`src/rtl/time_set_sequencer.sv`:
```
// Time-set controller for the watch: turns mode/next/up presses into an
// h1 -> h0 -> m1 -> m0 edit session and commits the result with a load pulse.
module time_set_sequencer #(
    parameter int TIMEOUT_CYCLES = 30000,
    parameter int BLINK_HALF     = 500,
    parameter int CNT_W          = 16
) (
    input  logic       clk,
    input  logic       reset,
    input  logic       btn_mode,
    input  logic       btn_next,
    input  logic       btn_up,
    input  logic       fmt12,
    input  logic [3:0] cur_h1,
    input  logic [3:0] cur_h0,
    input  logic [3:0] cur_m1,
    input  logic [3:0] cur_m0,
    output logic       set_active,
    output logic [1:0] digit_sel,
    output logic       blink,
    output logic       load,
    output logic [3:0] set_h1,
    output logic [3:0] set_h0,
    output logic [3:0] set_m1,
    output logic [3:0] set_m0,
    output logic [2:0] dbg_state
);

    typedef enum logic [2:0] {
        IDLE   = 3'd0,
        E_H1   = 3'd1,
        E_H0   = 3'd2,
        E_M1   = 3'd3,
        E_M0   = 3'd4,
        COMMIT = 3'd5
    } state_t;

    localparam logic [CNT_W-1:0] TO_LAST    = CNT_W'(TIMEOUT_CYCLES - 1);
    localparam logic [CNT_W-1:0] BLINK_LAST = CNT_W'(BLINK_HALF - 1);

    state_t           state_q, state_d;
    logic             mode_prev_q, next_prev_q, up_prev_q;
    logic             mode_edge, next_edge, up_edge, any_edge;
    logic             editing;
    logic [CNT_W-1:0] to_cnt_q, to_cnt_d;
    logic [CNT_W-1:0] blink_cnt_q, blink_cnt_d;
    logic             blink_q, blink_d;
    logic [1:0]       digit_sel_q, digit_sel_d;
    logic [3:0]       h1_q, h0_q, m1_q, m0_q;
    logic [3:0]       h1_d, h0_d, m1_d, m0_d;
    logic [3:0]       h1_inc, h0_inc, h0_lo, h0_hi;

    // Prioritised edges: a mode edge masks next and up, a next edge masks up.
    assign mode_edge = btn_mode & ~mode_prev_q;
    assign next_edge = btn_next & ~next_prev_q & ~mode_edge;
    assign up_edge   = btn_up & ~up_prev_q & ~mode_edge & ~next_edge;
    assign any_edge  = mode_edge | next_edge | up_edge;
    assign editing   = (state_q == E_H1) || (state_q == E_H0) ||
                       (state_q == E_M1) || (state_q == E_M0);

    always_ff @(posedge clk or posedge reset) begin
        if (reset) begin
            state_q <= IDLE;
        end else begin
            state_q <= state_d;
        end
    end

    always_comb begin
        state_d = state_q;
        case (state_q)
            IDLE: begin
                if (mode_edge) state_d = E_H1;
            end
            E_H1, E_H0, E_M1, E_M0: begin
                if (mode_edge) begin
                    state_d = IDLE;
                end else if (next_edge) begin
                    case (state_q)
                        E_H1:    state_d = E_H0;
                        E_H0:    state_d = E_M1;
                        E_M1:    state_d = E_M0;
                        default: state_d = COMMIT;
                    endcase
                end else if (!up_edge && to_cnt_q == TO_LAST) begin
                    state_d = IDLE;
                end
            end
            COMMIT:  state_d = IDLE;
            default: state_d = IDLE;
        endcase
    end

    always_comb begin
        set_active = editing;
        load       = (state_q == COMMIT);
        blink      = blink_q & editing;
        digit_sel  = digit_sel_q;
        dbg_state  = state_q;
    end

    always_comb begin
        case (state_d)
            E_H1:    digit_sel_d = 2'd3;
            E_H0:    digit_sel_d = 2'd2;
            E_M1:    digit_sel_d = 2'd1;
            default: digit_sel_d = 2'd0;
        endcase
    end

    always_comb begin
        to_cnt_d    = (editing && !any_edge) ? to_cnt_q + 1'b1 : '0;
        blink_cnt_d = '0;
        blink_d     = 1'b0;
        if (editing) begin
            if (blink_cnt_q == BLINK_LAST) begin
                blink_d = ~blink_q;
            end else begin
                blink_cnt_d = blink_cnt_q + 1'b1;
                blink_d     = blink_q;
            end
        end
    end

    // Digit limits depend on the live fmt12 and the current h1.
    always_comb begin
        if (fmt12) begin
            h1_inc = (h1_q >= 4'd1) ? 4'd0 : h1_q + 4'd1;
            h0_lo  = (h1_q == 4'd0) ? 4'd1 : 4'd0;
            h0_hi  = (h1_q == 4'd0) ? 4'd9 : 4'd2;
        end else begin
            h1_inc = (h1_q >= 4'd2) ? 4'd0 : h1_q + 4'd1;
            h0_lo  = 4'd0;
            h0_hi  = (h1_q < 4'd2) ? 4'd9 : 4'd3;
        end
        h0_inc = (h0_q >= h0_hi) ? h0_lo : h0_q + 4'd1;
    end

    always_comb begin
        h1_d = h1_q;
        h0_d = h0_q;
        m1_d = m1_q;
        m0_d = m0_q;
        if (state_q == IDLE && mode_edge) begin
            h1_d = cur_h1;
            h0_d = cur_h0;
            m1_d = cur_m1;
            m0_d = cur_m0;
        end else if (up_edge) begin
            case (state_q)
                E_H1: begin
                    h1_d = h1_inc;
                    if (fmt12) begin
                        if (h1_inc == 4'd1 && h0_q > 4'd2) h0_d = 4'd0;
                        if (h1_inc == 4'd0 && h0_q == 4'd0) h0_d = 4'd1;
                    end else if (h1_inc == 4'd2 && h0_q > 4'd3) begin
                        h0_d = 4'd0;
                    end
                end
                E_H0:    h0_d = h0_inc;
                E_M1:    m1_d = (m1_q >= 4'd5) ? 4'd0 : m1_q + 4'd1;
                E_M0:    m0_d = (m0_q >= 4'd9) ? 4'd0 : m0_q + 4'd1;
                default: ;
            endcase
        end
    end

    always_ff @(posedge clk or posedge reset) begin
        if (reset) begin
            mode_prev_q <= 1'b0;
            next_prev_q <= 1'b0;
            up_prev_q   <= 1'b0;
            to_cnt_q    <= '0;
            blink_cnt_q <= '0;
            blink_q     <= 1'b0;
            digit_sel_q <= 2'd0;
            h1_q        <= 4'd0;
            h0_q        <= 4'd0;
            m1_q        <= 4'd0;
            m0_q        <= 4'd0;
        end else begin
            mode_prev_q <= btn_mode;
            next_prev_q <= btn_next;
            up_prev_q   <= btn_up;
            to_cnt_q    <= to_cnt_d;
            blink_cnt_q <= blink_cnt_d;
            blink_q     <= blink_d;
            digit_sel_q <= digit_sel_d;
            h1_q        <= h1_d;
            h0_q        <= h0_d;
            m1_q        <= m1_d;
            m0_q        <= m0_d;
        end
    end

    assign set_h1 = h1_q;
    assign set_h0 = h0_q;
    assign set_m1 = m1_q;
    assign set_m0 = m0_q;

endmodule

```
`config.mk`:
```
export PLATFORM = sky130hd
export DESIGN_NAME = time_set_sequencer
export DESIGN_NICKNAME = d
export VERILOG_FILES = /design/src/rtl/time_set_sequencer.sv
export SDC_FILE = /design/constraint.sdc
export NUM_CORES = 1
export LEC_CHECK = 0
export CORE_MARGIN = 2
export CORE_UTILIZATION = 55
export CTS_BUF_LIST = sky130_fd_sc_hd__clkbuf_16
export DETAILED_ROUTE_END_ITERATION = 10
export GPL_TIMING_DRIVEN = 0
export HOLD_SLACK_MARGIN = 0.02
export PLACE_DENSITY = 0.8
export SETUP_SLACK_MARGIN = 0.3
export SLEW_MARGIN = 30
export SYNTH_ARGS = -nofsm -noshare
export SYNTH_HDL_FRONTEND = slang
export SYNTH_SLANG_ARGS = --single-unit
```
`constraint.sdc`:
```
create_clock -name clk -period 2.9 [get_ports clk]
set_input_delay 0.58 -clock clk [delete_from_list [all_inputs] [get_ports clk]]
set_output_delay 0.58 -clock clk [all_outputs]
set_load 0.01 [all_outputs]
```
### After elaboration in Yosys (flattened, before gate mapping)

Index checks and enable logic that the tools add are counted.

* bits in registers: 57
* bits in latches: 0
* bits in writable memories: 0
* memory bits (read-only): 0
* bits of input ports: 22
* output and inout bits: 24
* logic and storage cells: 120
* memories: 0

* $add $sub $neg: 6
* multipliers: 0
* divide/modulo/power cells: 0
* order comparisons: 8
* equality and inequality tests: 15
* shift operators: 0
* mux-type cells: 39
* bitwise gates (word level): 15
* reductions and logical operators: 25

Operators with widths (number)
* 4-bit 2-to-1 mux: 24
* 16-bit 2-to-1 mux: 3
* 16-bit by 1-bit adder with 16-bit output, second input constant: 2
* 4-bit by 1-bit adder with 4-bit output, second input constant: 4
* 16-bit by 15-bit equality test with 1-bit output, second input constant: 1
* 16-bit by 9-bit equality test with 1-bit output, second input constant: 1
* 3-bit by 2-bit equality test with 1-bit output, second input constant: 4
* 4-bit zero test: 3
* 3-bit 2-to-1 mux: 4
* 3-bit one-hot mux with 3 select lines: 1
* 4-bit by 2-bit greater-than comparator with 1-bit output, second input constant: 2
* 4-bit one-hot mux with 2 select lines: 1
* 2-bit nonzero test: 4
* 1-bit AND: 7
* 3-bit by 1-bit equality test with 1-bit output, second input constant: 2
* 3-bit equality test, second input constant: 2
* 1-bit logical AND: 6
* 1-bit NOT: 6
* 2-bit one-hot mux with 3 select lines: 1
* 3-bit one-hot mux with 2 select lines: 1
* 2-bit AND reduction: 3
* 5-bit by 2-bit inequality test with 1-bit output, second input constant: 1
* 4-bit by 1-bit equality test with 1-bit output, second input constant: 1
* 4-bit by 2-bit equality test with 1-bit output, second input constant: 1
* other kinds (16): 23

### Longest topological paths before layout

* word-level depth: 14
* mapped depth: 12
* mapped depth without buffers: 12

### Worst setup path before layout

No wires, ideal clock.

* path kind: flip-flop to flip-flop
* start point: reg h1_q[0], in the netlist set_h1[0]
* end point: reg h0_q[0], in the netlist set_h0[0]
* library setup time: 0.065 ns
* arrival time: 2.182 ns
* required time: 2.835 ns
* slack: 0.653 ns
* stages on the path, launching flop included: 12
* path buffers: 0
* period minus slack after synthesis: 2.247 ns
* cell sequence: dfrtp_1 inv_1 ha_1 nand2_1 nand2_1 ha_1 nand2b_1 a211oi_1 o21bai_1 mux2_2 o21ai_0 o221a_2

* word-level cells in the longest chain between the ends: 10
* elaborated cells on any way between the ends: 29
* those cells by class: add/sub (1); order compare (4); eq/ne (4); mux (14); reduce/logical (6)

RTL lines
* start, declared: line 49 `logic [3:0] h1_q, h0_q, m1_q, m0_q;`
* start signal, assigned: line 177 `h1_q <= 4'd0;`
* start signal, assigned: line 189 `h1_q <= h1_d;`
* 4-bit by 1-bit adder with 4-bit output (tied with other cells): line 128, 132
* 4-bit 2-to-1 mux, on equally long branches: line 132, 128
* 4-bit 2-to-1 mux: line 127 `if (fmt12) begin`
* 4-bit zero test: line 155 `if (h1_inc == 4'd0 && h0_q == 4'd0) h0_d = 4'd1;`
* 1-bit logical AND: line 155
* 4-bit 2-to-1 mux: line 155
* 4-bit 2-to-1 mux: line 153 `if (fmt12) begin`
* 4-bit one-hot mux with 2 select lines: line 150 `case (state_q)`
* 4-bit 2-to-1 mux: line 149 `end else if (up_edge) begin`
* 4-bit 2-to-1 mux: line 144 `if (state_q == IDLE && mode_edge) begin`
* end signal, assigned: line 178 `h0_q <= 4'd0;`
* end signal, assigned: line 190 `h0_q <= h0_d;`
* end, declared: line 49

Parallel ways exist; a longest one is shown, timed or not. The select of a mux whose other input is x is not followed.
A chain may end at the register's enable or synchronous reset.

### Worst setup path in the final report

* start point: reg state_q[0], in the netlist dbg_state[0]
* end point: out blink

* word-level cells in the longest chain between the ends: 5
* elaborated cells on any way between the ends: 8
* those cells by class: eq/ne (4); bitwise (1); reduce/logical (3)

RTL lines
* start, declared: line 41 `state_t state_q, state_d;`
* start signal, assigned: line 65 `state_q <= state_d;`
* 3-bit by 1-bit equality test with 1-bit output / 3-bit by 2-bit equality test with 1-bit output (equally long branches): line 58 `assign editing = (state_q == E_H1) || (state_q == E_H0) ||`
* 1-bit logical OR (2 in a row): line 58
* 1-bit logical OR *: line 59 `(state_q == E_M1) || (state_q == E_M0);`
* 1-bit AND *: line 97 `blink = blink_q & editing;`
* end, declared: line 20 `output logic blink,`

Mark *: on every way between the ends. The rest lies on a longest branch, timed or not.

==> metrics.md <==
| Metric | Value |
|---|---|
| Status | `complete, no violations` |
| WS Path Type | `flip-flop to output port` |
| Top-Level Pins | `46` |
| Worst slew margin relative to its limit | `64.0%` |
| Yosys reg bits | `57` |
| Vias in the first global route | `2,788` |
| Drt total wl | `7.38 mm` |
| Post-synthesis simple-gate area fraction | `26.1%` |
| P per Cell Area | `850 mW/mm^2` |
| Global route overflow | `0` |
| Crit share post-route | `86.9%` |
| Initial DRC Count | `164` |
| Clk sinks | `57` |
| WP data required | `between 2 and 2.5 ns` |
| Die Y | `81.9 um` |
| Ant. Diodes | `0` |
| Post-DP HPWL | `5.14 mm` |
| Crit. End Element | `output port` |
| Fmax | `~0.40 GHz` |
| Ys flop type | `dfrtp_1` |
| Fillers | `415` |
| Post-DP Area | `0.00389 mm^2` |
| Dominant combinational cell family by area after synthesis | `simple AND/OR/NAND/NOR gates` |
| Mapped Cells | `363` |
| Area contributors post-synth | `dfrtp_1, ha_1, nor2_1` |
| Xor/xnor share of the synthesized area | `6.83%` |
| Synth warn | `0` |
| Fin. Hold Viols | `0` |
| Chip width | `81.9 um` |
| Placement Setup Slack | `0.311 ns` |
| Post-synth top area share | `42.8%` |
| Worst-path clk slew | `0.05 ns` |
| Routed Antenna Nets | `0` |
| Layout area overhead | `27.8%` |
| EDFF count, synth | `0` |
| Final core occ | `about 72%` |
| CTS root buf | `clkbuf_16` |
| Clk buf depth | `2` |
| Post-synthesis sequential area ratio | `42.8%` |
| DRC | `0` |
| Synth top cells by count | `dfrtp_1, nor2_1, nand2_1` |
| Syn_area_per_cell | `9.19 um^2` |
| CP Max Fanout | `10` |
| Antenna violations before repair | `0` |
| Min setup slack post-route | `0.381 ns` |
| Die Area | `between 0.006 and 0.007 mm^2` |
| Fin Clk Skew | `0.00406 ns` |
| DRT Pass-1 Iters | `4` |
| IO Port Bufs | `44` |
| WP data arrival | `1.94 ns` |
| RSZ-0062 raised after global routing | `no` |
| CTS HTree Levels | `3` |
| Syn nets | `404` |
| Worst Hold Class | `flip-flop to flip-flop` |
| Worst Max-Slew Pin Slew | `0.540 ns` |
| Setup Viol. Count Final | `0` |
| Ys async rst share | `100%` |
| Maximum vdd ir drop | `0.553 mV` |
| TritonCTS clock tree | `yes` |
| Cell variety after synth | `61` |
| Area leader, netlist | `dfrtp_1` |
| CTS Buf Count | `9` |
| FP Rows | `28` |
| Core area | `0.00589 mm^2` |
| Nets@finish | `464` |
| Vias/cell | `5.65` |
| Total global-route track usage | `24.5%` |
| Largest net degree at the start of global routing | `between 40 and 50` |
| Layout cell share with drive strength beyond 1 | `11.7%` |
| Via Count | `roughly 2,800` |
| P_leak | `1.86 nW` |
| Compound-cell area share of the yosys netlist | `12.2%` |
| Post-layout min period | `2.52 ns` |
| Multiplexer share of the synthesized area | `0.338%` |
| Clk_lat worst skew | `0.33 ns` |
| Count of pins over their slew limit | `0` |
| First-pass GRT wire length | `12.5 mm` |
| Wire per inst | `14.7 um` |
| Most common cell in the netlist | `dfrtp_1` |
| Cell area after layout | `roughly 0.0043 mm^2` |
| Post-cts hold buffer count | `0` |
| Mapped Area | `approximately 0.0033 mm^2` |
| Initial Util | `56.7%` |
| CP Launch Type | `flip-flop` |
| RePlAce Congestion | `0.830` |
| Adder-cell share of the synthesized area | `7.13%` |
| Max cap viols | `0` |
[path summary, 6_finish.rpt]
| path | cells past startpoint | slack [ns] | from | to |
|---|---|---|---|---|
| max in group asynchronous | 3 | 1.88 | reset | set_h1[1] |
| setup reg to reg | 12 | 0.57 | set_h1[1] | set_h0[0] |
| setup / recovery | 5 | 0.38 | dbg_state[0] | blink |
| hold / removal | 1 | 0.46 | to_cnt_q[0] | to_cnt_q[0] |
| hold reg to reg | 1 | 0.46 | to_cnt_q[0] | to_cnt_q[0] |
| min in group asynchronous | 2 | 0.54 | reset | to_cnt_q[14] |
[cell usage in the layout (no fill, tap or decap), types with 4 or more instances in the layout]
cell type	synthesis	routed
dfrtp_1	57	55
nor2_1	49	48
clkdlybuf4s50_1	0	44
nand2_1	32	32
inv_1	22	20
ha_1	19	19
nand3_1	18	18
xnor2_1	14	13
and3_1	12	12
xor2_1	12	12
o21ai_0	11	11
a21oi_1	11	11
nor3_1	10	10
clkbuf_16	0	9
nand2b_1	8	8
or3_1	7	7
buf_2	6	6
buf_4	1	5
nor4b_1	4	4
[per-stage QoR]
stage | hold WS [ns] | TNS [ns] | std cells | total power [mW]
2_1_floorplan | 0.425 | 0 | 363 | 1.91
3_3_place_gp | 0.440 | -4.38 | 482 | 2.38
3_5_place_dp | 0.457 | 0 | 483 | 2.43
4_1_cts | 0.464 | 0 | 499 | 3.58
6_report | 0.458 | 0 | 503 | 3.62
5_1_grt | 0.484 | 0 | 503 | 3.87
[where the power goes]
part / internal [mW] / switching, mW
sequential: 0.949 / 0.188
combinational: 0.682 / 0.697
clock: 0.741 / 0.366
total: 2.37 / 1.25
[logic make-up (layout without fill, tap and decap cells)]
logic type / Yosys count / count (layout)
and+or+nand+nor: 169 / 169
DFF: 57 / 57
muxes: 1 / 1
xor gates and xnor gates: 26 / 26
adders and majority gates: 19 / 19
AOI/OAI and AO/OA: 57 / 57
buffers and inverters: 34 / 99
[critical path, stage by stage, from the launching register on]
cell             delay (ns)
dfrtp_1                0.37
buf_2                  0.19
nor2_4                 0.20
xnor2_4                0.16
and2_1                 0.15
clkdlybuf4s50_1        0.54
[area by class of cell]
type / instances / area [um^2] / share of cell area (%)
multi-input combinational: 272 / 1780 / 41.8
buffer: 12 / 71.3 / 1.67
tap: 75 / 93.8 / 2.20
inverter: 22 / 85.1 / 2.00
sequential: 57 / 1430 / 33.5
clock inverter: 7 / 85.1 / 2.00
clock buffer: 9 / 225 / 5.28
timing repair buffer: 49 / 490 / 11.5
[sequential cells by signal, summed over array words and instances, names as in the netlist]
| register | flops |
|---|---|
| blink_cnt_q | 16 |
| blink_q | 1 |
| dbg_state | 3 |
| digit_sel | 2 |
| mode_prev_q | 1 |
| next_prev_q | 1 |
| set_h0 | 4 |
| set_h1 | 4 |
| set_m0 | 4 |
| set_m1 | 4 |
| to_cnt_q | 16 |
| up_prev_q | 1 |
[repair_timing]
item	in CTS	in global routing
pin swaps	0	1
endpoints found under the setup margin	2	4
buffers inserted	0	4
resized for setup	2	5
[routing by layer]
layer / GRT usage [%] / vias up / wire length [um]
met1: 31.2 / 1369 / 3260
li1: - / 1386 / -
met4: 10.8 / 0 / 135
met2: 40.0 / 75 / 3630
met5: 0 / - / 0
met3: 5.49 / 13 / 350
(Power assumes the default switching activity.)
